## config.mk

```make
export PLATFORM = sky130hd
export DESIGN_NAME = ex_mem_skid
export DESIGN_NICKNAME = d
export VERILOG_FILES = /design/src/rtl/pipe_pkg.sv /design/src/rtl/ex_mem_skid.sv
export SDC_FILE = /design/constraint.sdc
export NUM_CORES = 1
export LEC_CHECK = 0
export CELL_PAD_IN_SITES_DETAIL_PLACEMENT = 0
export CELL_PAD_IN_SITES_GLOBAL_PLACEMENT = 1
export CORE_MARGIN = 5
export CORE_UTILIZATION = 30
export DETAILED_ROUTE_END_ITERATION = 7
export GPL_ROUTABILITY_DRIVEN = 0
export PLACE_DENSITY = 0.72
export SYNTH_ARGS = -nofsm -noshare
export SYNTH_HDL_FRONTEND = slang
export SYNTH_SLANG_ARGS = --single-unit
export TNS_END_PERCENT = 30
```

## constraint.sdc

```tcl
create_clock -name i_clk -period 4.65 [get_ports i_clk]
set_input_delay 0.6975 -clock i_clk [delete_from_list [all_inputs] [get_ports i_clk]]
set_output_delay 0.6975 -clock i_clk [all_outputs]
set_load 0.03 [all_outputs]
```

## src/rtl/pipe_pkg.sv

```systemverilog
// Types shared by the execute/memory pipeline stages: the EX->MEM payload,
// the skid-buffer occupancy encoding, and the hard-wired zero register.
package pipe_pkg;

    localparam int PIPE_DW  = 32;
    localparam int PIPE_AW  = 5;
    localparam int PIPE_PCW = 32;

    localparam logic [PIPE_AW-1:0] REG_ZERO = '0;

    typedef struct packed {
        logic [PIPE_PCW-1:0] pc;
        logic [PIPE_DW-1:0]  alu_data;
        logic [PIPE_DW-1:0]  st_data;
        logic [PIPE_AW-1:0]  rd_addr;
        logic                rd_wren;
        logic                mem_rden;
        logic                mem_wren;
        logic [2:0]          funct3;
    } ex_mem_t;

    typedef enum logic [1:0] {
        EMPTY = 2'd0,
        ONE   = 2'd1,
        TWO   = 2'd2
    } occ_t;

endpackage

```

## src/rtl/ex_mem_skid.sv

```systemverilog
// EX->MEM stage with a two-entry skid buffer, registered ready and youngest-result forwarding.
// Optional macro EX_MEM_PERF_CNT_EN adds saturating stall/bubble counters.
module ex_mem_skid
    import pipe_pkg::*;
#(
    parameter int DW  = PIPE_DW,
    parameter int AW  = PIPE_AW,
    parameter int PCW = PIPE_PCW
) (
    input  logic           i_clk,
    input  logic           i_reset,
    input  logic           i_flush,
    input  logic           i_ex_valid,
    output logic           o_ex_ready,
    input  logic [PCW-1:0] i_ex_pc,
    input  logic [DW-1:0]  i_ex_alu_data,
    input  logic [DW-1:0]  i_ex_st_data,
    input  logic [AW-1:0]  i_ex_rd_addr,
    input  logic           i_ex_rd_wren,
    input  logic           i_ex_mem_rden,
    input  logic           i_ex_mem_wren,
    input  logic [2:0]     i_ex_funct3,
    output logic           o_mem_valid,
    input  logic           i_mem_ready,
    output logic [PCW-1:0] o_mem_pc,
    output logic [DW-1:0]  o_mem_alu_data,
    output logic [DW-1:0]  o_mem_st_data,
    output logic [AW-1:0]  o_mem_rd_addr,
    output logic           o_mem_rd_wren,
    output logic           o_mem_mem_rden,
    output logic           o_mem_mem_wren,
    output logic [2:0]     o_mem_funct3,
    output logic           o_fwd_valid,
    output logic [AW-1:0]  o_fwd_rd_addr,
    output logic [DW-1:0]  o_fwd_data,
    output logic           o_fwd_is_load
`ifdef EX_MEM_PERF_CNT_EN
    ,
    output logic [31:0]    o_stall_cnt,
    output logic [31:0]    o_bubble_cnt
`endif
);

    occ_t    occ_reg, occ_next;
    ex_mem_t head_reg, head_next;
    ex_mem_t tail_reg, tail_next;
    ex_mem_t in_entry;
    ex_mem_t youngest;
    logic    ex_ready_reg;
    logic    accept;
    logic    pop;
    logic    has_entry;

    assign in_entry = '{
        pc:       i_ex_pc,
        alu_data: i_ex_alu_data,
        st_data:  i_ex_st_data,
        rd_addr:  i_ex_rd_addr,
        rd_wren:  i_ex_rd_wren,
        mem_rden: i_ex_mem_rden,
        mem_wren: i_ex_mem_wren,
        funct3:   i_ex_funct3
    };

    assign has_entry = (occ_reg != EMPTY);
    assign accept    = i_ex_valid & ex_ready_reg;
    assign pop       = has_entry & i_mem_ready;

    // Flush only drops occupancy; stale payload is left in place and is masked by o_mem_valid.
    always_comb begin
        occ_next  = occ_reg;
        head_next = head_reg;
        tail_next = tail_reg;
        if (i_flush) begin
            occ_next = EMPTY;
        end else begin
            case (occ_reg)
                EMPTY: begin
                    if (accept) begin
                        occ_next  = ONE;
                        head_next = in_entry;
                    end
                end
                ONE: begin
                    if (accept && !pop) begin
                        occ_next  = TWO;
                        tail_next = in_entry;
                    end else if (accept && pop) begin
                        head_next = in_entry;
                    end else if (pop) begin
                        occ_next = EMPTY;
                    end
                end
                TWO: begin
                    if (pop) begin
                        occ_next  = ONE;
                        head_next = tail_reg;
                    end
                end
                default: occ_next = EMPTY;
            endcase
        end
    end

    always_ff @(posedge i_clk or negedge i_reset) begin
        if (!i_reset) begin
            occ_reg      <= EMPTY;
            head_reg     <= '0;
            tail_reg     <= '0;
            ex_ready_reg <= 1'b1;
        end else begin
            occ_reg      <= occ_next;
            head_reg     <= head_next;
            tail_reg     <= tail_next;
            ex_ready_reg <= (occ_next != TWO);
        end
    end

    assign o_ex_ready     = ex_ready_reg;
    assign o_mem_valid    = has_entry;
    assign o_mem_pc       = head_reg.pc;
    assign o_mem_alu_data = head_reg.alu_data;
    assign o_mem_st_data  = head_reg.st_data;
    assign o_mem_rd_addr  = head_reg.rd_addr;
    assign o_mem_rd_wren  = head_reg.rd_wren;
    assign o_mem_mem_rden = head_reg.mem_rden;
    assign o_mem_mem_wren = head_reg.mem_wren;
    assign o_mem_funct3   = head_reg.funct3;

    // The youngest in-flight result is what execute would otherwise read stale from the RF.
    assign youngest      = (occ_reg == TWO) ? tail_reg : head_reg;
    assign o_fwd_valid   = has_entry & youngest.rd_wren & (youngest.rd_addr != REG_ZERO);
    assign o_fwd_rd_addr = has_entry ? youngest.rd_addr : '0;
    assign o_fwd_data    = has_entry ? youngest.alu_data : '0;
    assign o_fwd_is_load = o_fwd_valid & youngest.mem_rden;

`ifdef EX_MEM_PERF_CNT_EN
    logic [31:0] stall_cnt_reg;
    logic [31:0] bubble_cnt_reg;

    always_ff @(posedge i_clk or negedge i_reset) begin
        if (!i_reset) begin
            stall_cnt_reg  <= '0;
            bubble_cnt_reg <= '0;
        end else begin
            if (i_ex_valid && !ex_ready_reg && (stall_cnt_reg != '1)) begin
                stall_cnt_reg <= stall_cnt_reg + 32'd1;
            end
            if (!has_entry && (bubble_cnt_reg != '1)) begin
                bubble_cnt_reg <= bubble_cnt_reg + 32'd1;
            end
        end
    end

    assign o_stall_cnt  = stall_cnt_reg;
    assign o_bubble_cnt = bubble_cnt_reg;
`endif

endmodule

```

Word-level counts from Yosys, hierarchy flattened

Index checks and enable logic that the tools add are counted.

Logic and storage cells: 55
Input bits: 112
Output and inout bits: 148
Register bits after elaboration: 217

Reductions and logical operators: 9
Bitwise operators: 6
Muxes and demuxes: 15
Eq/ne operators: 7

Operators by type and width:

| cell                 | number |
|---|---|
| $mux W107            | 4 |
| $pmux W107 S3        | 1 |
| $mux W75             | 1 |
| $mux W32             | 1 |
| $mux W2              | 6 |
| $ne A2 B2 Y1 const B | 5 |
| $pmux W2 S3          | 1 |
| $reduce_and A6 Y1    | 1 |
| $and A1 B1 Y1        | 5 |
| $mux W5              | 1 |
| $reduce_bool A5 Y1   | 1 |
| $reduce_and A3 Y1    | 1 |
| $reduce_bool A3 Y1   | 1 |
| $eq A2 B1 Y1 const B | 1 |
| $eq A2 B2 Y1 const B | 1 |
| $logic_and A1 B1 Y1  | 2 |
| $logic_not A2 Y1     | 1 |
| $reduce_bool A2 Y1   | 1 |
| $logic_not A1 Y1     | 1 |
| $not A1 Y1           | 1 |

Depth between registers and ports, before layout

Gate-level depths: netlist of run 1.

Depth after elaboration: 8
Depth in mapped cells: 8
Mapped depth without buffers: 4

Least setup slack after synthesis of run 1

OpenSTA, ideal clock, no wires.

Kind: register -> output
Start point: register occ_reg[0]
End point: output o_fwd_is_load
Path slack: 2.288 ns
Arrival time: 1.664 ns
Required time: 3.953 ns
Stages on the path, launching flop included: 7
Buffers on the path: 3
Cell sequence: dfrtp_1 -> buf_4 -> nor2b_1 -> clkbuf_1 -> clkbuf_1 -> o211ai_1 -> a22oi_1

Cells in the longest elaborated chain, start to end: 5
Elaborated cells on any way between the ends: 7
Those cells by class: eq/ne: 1; mux: 1; bitwise: 3; reduce/logical: 2

RTL lines:

| element                                                    | line               | source |
|---|---|---|
| start: declaration                                         | ex_mem_skid.sv:44  | `occ_t occ_reg, occ_next;` |
| start signal: assignment                                   | ex_mem_skid.sv:112 | `occ_reg <= occ_next;` |
| $eq A2 B2 Y1                                               | ex_mem_skid.sv:131 | `assign youngest = (occ_reg == TWO) ? tail_reg : head_reg;` |
| $mux W75                                                   | ex_mem_skid.sv:131 |  |
| $reduce_bool A5 Y1 / $and A1 B1 Y1 (equally long branches) | ex_mem_skid.sv:132 | `assign o_fwd_valid = has_entry & youngest.rd_wren & (youngest.rd_addr != REG_ZERO);` |
| $and A1 B1 Y1                                              | ex_mem_skid.sv:132 |  |
| $and A1 B1 Y1 (*)                                          | ex_mem_skid.sv:135 | `assign o_fwd_is_load = o_fwd_valid & youngest.mem_rden;` |
| end: declaration                                           | ex_mem_skid.sv:36  | `output logic o_fwd_is_load` |

Every way passes the cells marked *; elsewhere a longest branch is shown, timed or not.

Final worst setup path of run 1

Same ends and word-level chain as after synthesis.

==> results.toml, run 1 <==
[worst_setup_path]
worstPathCellList = "nand2b_1, o211ai_1, a22oi_1, clkdlybuf4s50_1"
cp_data_arrival_time_ns = 3.12
crit_slowest_cell = "dfrtp_2"
critPathCaptureType = "output port"
path_class = "reg2out"
cp.required_ns = 3.95
critPathMaxStageDelay_ns = 0.77
critPathLaunchType = "register"
ff2ff_path_depth = 5
timing.rr.start = "occ_reg[0]$_DFF_PN0_"
worstPathMaxFanout = 26
r2r-end = "tail_reg[66]$_DFFE_PN0P_"
r2r_slack_ns = 1.64

[finish]
fin_area_um2 = 13200
postLayoutCoreUtil_pct = 42.1
drive_gt1_share_pct = 15.9
syn_to_final_growth_pct = 39.4
diodes = 0
largest_reg_flops = 107
finalNonFillerCells = 1419
nets = 1114

[timing]
slew_headroom_pct = 36.4
report.final.slew_viol_count = 0
max_clock_freq_mhz = 262
tightest_slew_ns = 0.954
skew_ns = 0.00667
rsz0062_at_grt = "no"
fin_crit_ns = 3.82
setup-tns-final_ns = 0
worst_slack_ns = 0.832
hold_viol_final = 0
setup_viol = 0
period_share_pct = 82.1

[global_routing]
track_usage_pct = 13.8
grt_overflow = 0
grt_max_degree = 127
grt_pass1_wl_um = 40000
grt_pass1_vias = 6902
antenna_found_initial = 2

[synthesis]
synth_edf_count = 0
synth_flop_cell = "dfrtp_1"
yosys.area.top_type_share_pct = 57.0
synth_area_leaders = "dfrtp_1 (57%), mux2i_1 (11%), mux2_2 (10%)"
async_flop_share_pct = 100
ys_warn_count = 0
yosysMostFrequentCell = "dfrtp_1"
syn-num-nets = 876
ys_seq_area_share_pct = 57.3
ys_ff_latch = 217
synth.distinct_cells = 30
synth_top_cell_by_area = "dfrtp_1"
avgSynthCellArea_um2 = 12.4
synth.cell_area_um2 = 9490
synth_common_cells = "dfrtp_1 (216), nand2_1 (111), mux2i_1 (107)"
postSynthCellCount = 764

[clock_network]
numCtsBuffers = 25
clock_sinks = 217
postCtsSetupRepairBufs = 0
cts.path.max_buffers = 3
cts_resized = 0
cts_tree = "yes"
h-tree-depth = 1
cts.clk_slew.worst_paths_ns = 0.06
clk_latency_ns = 0.51
hold_buffers = 0
cts_root_buf = "clkbuf_16"

[routing]
drtAntennaViolNets = 0
drc_errors = 0
vias_per_cell = 4.64
drtIter0Drc = 229
finalWirelength_um = 24800
drt-pass1-iter-count = 4
route.vias.total = 6586
wl_per_cell_um = 17.4

[die]
core_area_um2 = 31400
fp.dieH_um = 188
io_pins = 260
start_util_pct = 30.2
row_count = 65
die-area_um2 = 35300
die_w_um = 188

[power]
powerDensity_nw_per_um2 = 469
peakVddDrop_uv = 263
p_leak_nw = 5.58

[placed_design]
placed_area_um2 = 12400
dpl.hpwl_um = 16300
place_inst = 1377
place_worst_setup_slack_ns = 1.31
port_buffers = 259

[run_status]
run_status = "complete, no violations"

[min_path]
hold_class = "in2async"

[run]
cap_violations = 0
-- worst max path at each step --
| stage | slack (ns) | startpoint | cells past startpoint | end |
|---|---|---|---|---|
| global placement | 1.34 | occ_reg[0]$_DFF_PN0_ | 4 | o_fwd_is_load |
| CTS | 0.71 | occ_reg[0]$_DFF_PN0_ | 4 | o_fwd_is_load |
| finish | 0.83 | occ_reg[0]$_DFF_PN0_ | 4 | o_fwd_is_load |
| detailed placement | 1.31 | occ_reg[0]$_DFF_PN0_ | 4 | o_fwd_is_load |
| floorplan | 2.29 | occ_reg[0]$_DFF_PN0_ | 6 | o_fwd_is_load |
| global route | 0.64 | occ_reg[0]$_DFF_PN0_ | 4 | o_fwd_is_load |
-- metrics by stage --
step	hold WS (ns)	total power [mW]
6_report	0.220	6.20
5_1_grt	0.315	6.55
4_1_cts	0.278	6.31
3_5_place_dp	0.469	4.37
3_3_place_gp	0.463	4.34
2_1_floorplan	0.402	3.61
-- critical path: cells and delay by family (launching register included) --
family,cells,cell delay (ns)
buf+inv,1,0.73
compound gates,2,0.45
simple gates,1,0.66
flops,1,0.77
-- power by group --
part / switching [mW] / internal, mW / leakage, nW
registers: 0.313 / 2.36 / 2.68
logic: 0.833 / 0.813 / 2.51
clock network: 0.761 / 1.12 / 0.396
-- final cells by class --
cell class	instances	area, um2
Fill cell	2988	18200
Tap cell	402	503
Timing Repair Buffer	268	2720
Multi-Input combinational cell	489	3780
Clock inverter	5	25.0
Sequential cell	217	5430
Clock buffer	37	761
Inverter	1	3.75
-- per-layer routing --
layer	global-route usage, %	routed length [um]	vias up
met4	2.80	384	4
met5	0	24	-
met3	4.36	1780	40
li1	-	-	3185
met2	21.9	11300	172
met1	18.6	11200	3185
-- placed cells by master (no fill, tap or decap), types with 2 or more instances in the layout --
cell type        synthesis  layout
clkdlybuf4s50_1          0     258
dfrtp_1                216     215
nand2_1                111     111
mux2i_1                107     107
o21ai_0                106     106
mux2_2                  88      88
a22o_1                  37      37
clkbuf_16                0      25
mux2_4                  19      19
clkbuf_8                 0       9
clkinv_2                 0       5
buf_4                    1       5
buf_12                   0       4
nor2_1                   3       3
clkbuf_1                26       3
or4_1                    2       2
o211ai_1                 2       2
-- cell families (layout without fill, tap and decap cells) --
kind of cell,after synthesis,in the layout,share of synthesized area [%]
buffers and inverters,58,311,2.99
multiplexers,214,214,24.7
flip-flops,217,217,57.3
AO/OA/AOI/OAI,153,153,9.83
AND/OR/NAND/NOR,122,122,5.17
No activity file was read; power rests on OpenSTA's default activity.
==> run 2: changes to the inputs <==
PLACE_DENSITY = 0.74   (was 0.72)
clock period = 3.2 ns   (was 4.65 ns; I/O delays follow)
==> run 2 against run 1 <==
Sequential power rose by 45%. First-iteration DRC count rose by 16%. Register-to-register slack got worse by 0.87 ns. Combinational power rose by 46%. Die area did not move. Routed wire length fell by 0.32%. Worst hold slack got worse by 0.22 ns. Critical endpoint is now o_fwd_valid. Largest cell class unchanged. Largest power group unchanged.
==> results.toml, run 2 (same netlist as run 1, synthesis figures left out) <==
[die]
die_w_um = 188
start_util_pct = 30.2
fp.dieH_um = 188
row_count = 65
die-area_um2 = 35300
io_pins = 260
core_area_um2 = 31400

[finish]
largest_reg_flops = 107
layout.cells.most_common = "clkdlybuf4s50_1"
nFillCells = 2982
nets = 1124
final_cell_mix = "clkdlybuf4s50_1 (235), dfrtp_1 (215), nand2_1 (111), mux2i_1 (107), o21ai_0 (106)"
postLayoutCoreUtil_pct = 42.3
fin_area_um2 = 13300
finalNonFillerCells = 1431
drive_gt1_share_pct = 18.8
syn_to_final_growth_pct = 39.9

[timing]
fin_crit_ns = 2.94
slew_headroom_pct = 49.3
max_clock_freq_mhz = 340
tightest_slew_ns = 0.761
setup_viol = 0
period_share_pct = 92.0
worst_slack_ns = 0.256
hold_viol_final = 0
setup-tns-final_ns = 0
whs_ns = 0.00329
rsz0062_at_grt = "no"
report.final.slew_viol_count = 0
skew_ns = 0.00627

[clock_network]
postCtsSetupRepairBufs = 0
cts.clk_slew.worst_paths_ns = 0.06
cts_tree = "yes"
clock_sinks = 217
h-tree-depth = 1
cts_resized = 0
cts.path.max_buffers = 3
numCtsBuffers = 26
hold_buffers = 0
cts_root_buf = "clkbuf_16"
clk_latency_ns = 0.52

[routing]
finalWirelength_um = 24700
drt-pass1-iter-count = 4
wl_per_cell_um = 17.2
drtAntennaViolNets = 0
route.vias.total = 6747
drc_errors = 0
vias_per_cell = 4.71
drtIter0Drc = 265

[worst_setup_path]
cp_data_arrival_time_ns = 2.46
path_class = "reg2out"
critPathLaunchType = "register"
worstPathCellList = "buf_4, nand2_1, o22ai_1, clkdlybuf4s50_1"
cp.required_ns = 2.72
critPathCaptureType = "output port"
critPathMaxStageDelay_ns = 0.73
timing.critical_path.buf_inv = 2
worstPathMaxFanout = 43
critPathTopFamily = "buffers and inverters"
crit_slowest_cell = "clkdlybuf4s50_1"

[min_path]
hold_class = "in2async"

[power]
p_seq_share_pct = 42.8
p_sw_share_pct = 30.8
comb_power_share_pct = 26.7
powerDensity_nw_per_um2 = 681
clockPowerShare_pct = 30.5
power_mw = 9.04
p_int_mw = 6.25
peakVddDrop_uv = 374
p_leak_nw = 5.68
p_switching_mw = 2.78

[placed_design]
place_worst_setup_slack_ns = 0.635
place_inst = 1386
placed_area_um2 = 12500
dpl.hpwl_um = 16700
port_buffers = 259

[global_routing]
antenna_found_initial = 3
grt_max_degree = 111
grt_pass1_wl_um = 40100
grt_overflow = 0
track_usage_pct = 13.8
grt_pass1_vias = 6941

[run_status]
run_status = "complete, no violations"

[run]
cap_violations = 0
run 2: final cells by class:
| type | count | area, um2 | area share (%) |
|---|---|---|---|
| Sequential cell | 217 | 5430 | 40.9 |
| Multi-Input combinational cell | 489 | 3780 | 28.5 |
| Timing Repair Buffer | 277 | 2750 | 20.7 |
| Clock buffer | 38 | 767 | 5.78 |
| Tap cell | 402 | 503 | 3.79 |
| Clock inverter | 6 | 32.5 | 0.245 |
| Inverter | 1 | 3.75 | 0.0283 |
| Antenna cell | 1 | 2.50 | 0.0189 |
run 2: power groups by stage:
stage | clock [mW] | combinational (mW) | sequential (mW)
2_1_floorplan | 0 | 0.916 | 4.33
3_3_place_gp | 0 | 2.41 | 3.89
3_5_place_dp | 0 | 2.45 | 3.91
4_1_cts | 2.86 | 2.45 | 3.87
5_1_grt | 2.99 | 2.60 | 3.96
6_report | 2.76 | 2.41 | 3.87
run 2: routing by layer:
layer  up-vias  routed length (um)  GRT usage, %
li1       3205                   -             -
met1      3297               11200          19.1
met2       199               10900          20.8
met3        42                1810          4.64
met4         4                 653          3.36
met5         -                  40             0
run 2: final timing paths:
kind                                                from                            end  slack, ns  cells after the start
min in group i_clk         o_mem_st_data[25]$_DFFE_PN0P_  o_mem_st_data[25]$_DFFE_PN0P_       0.48                      2
max in group asynchronous                        i_reset       tail_reg[23]$_DFFE_PN0P_       2.40                      2
hold / removal                                   i_reset  o_mem_st_data[20]$_DFFE_PN0P_      0.003                      1
setup / recovery                    occ_reg[0]$_DFF_PN0_                    o_fwd_valid       0.26                      4
hold reg to reg            o_mem_st_data[25]$_DFFE_PN0P_  o_mem_st_data[25]$_DFFE_PN0P_       0.48                      2
setup reg to reg                    occ_reg[0]$_DFF_PN0_       tail_reg[99]$_DFFE_PN0P_       0.77                      5
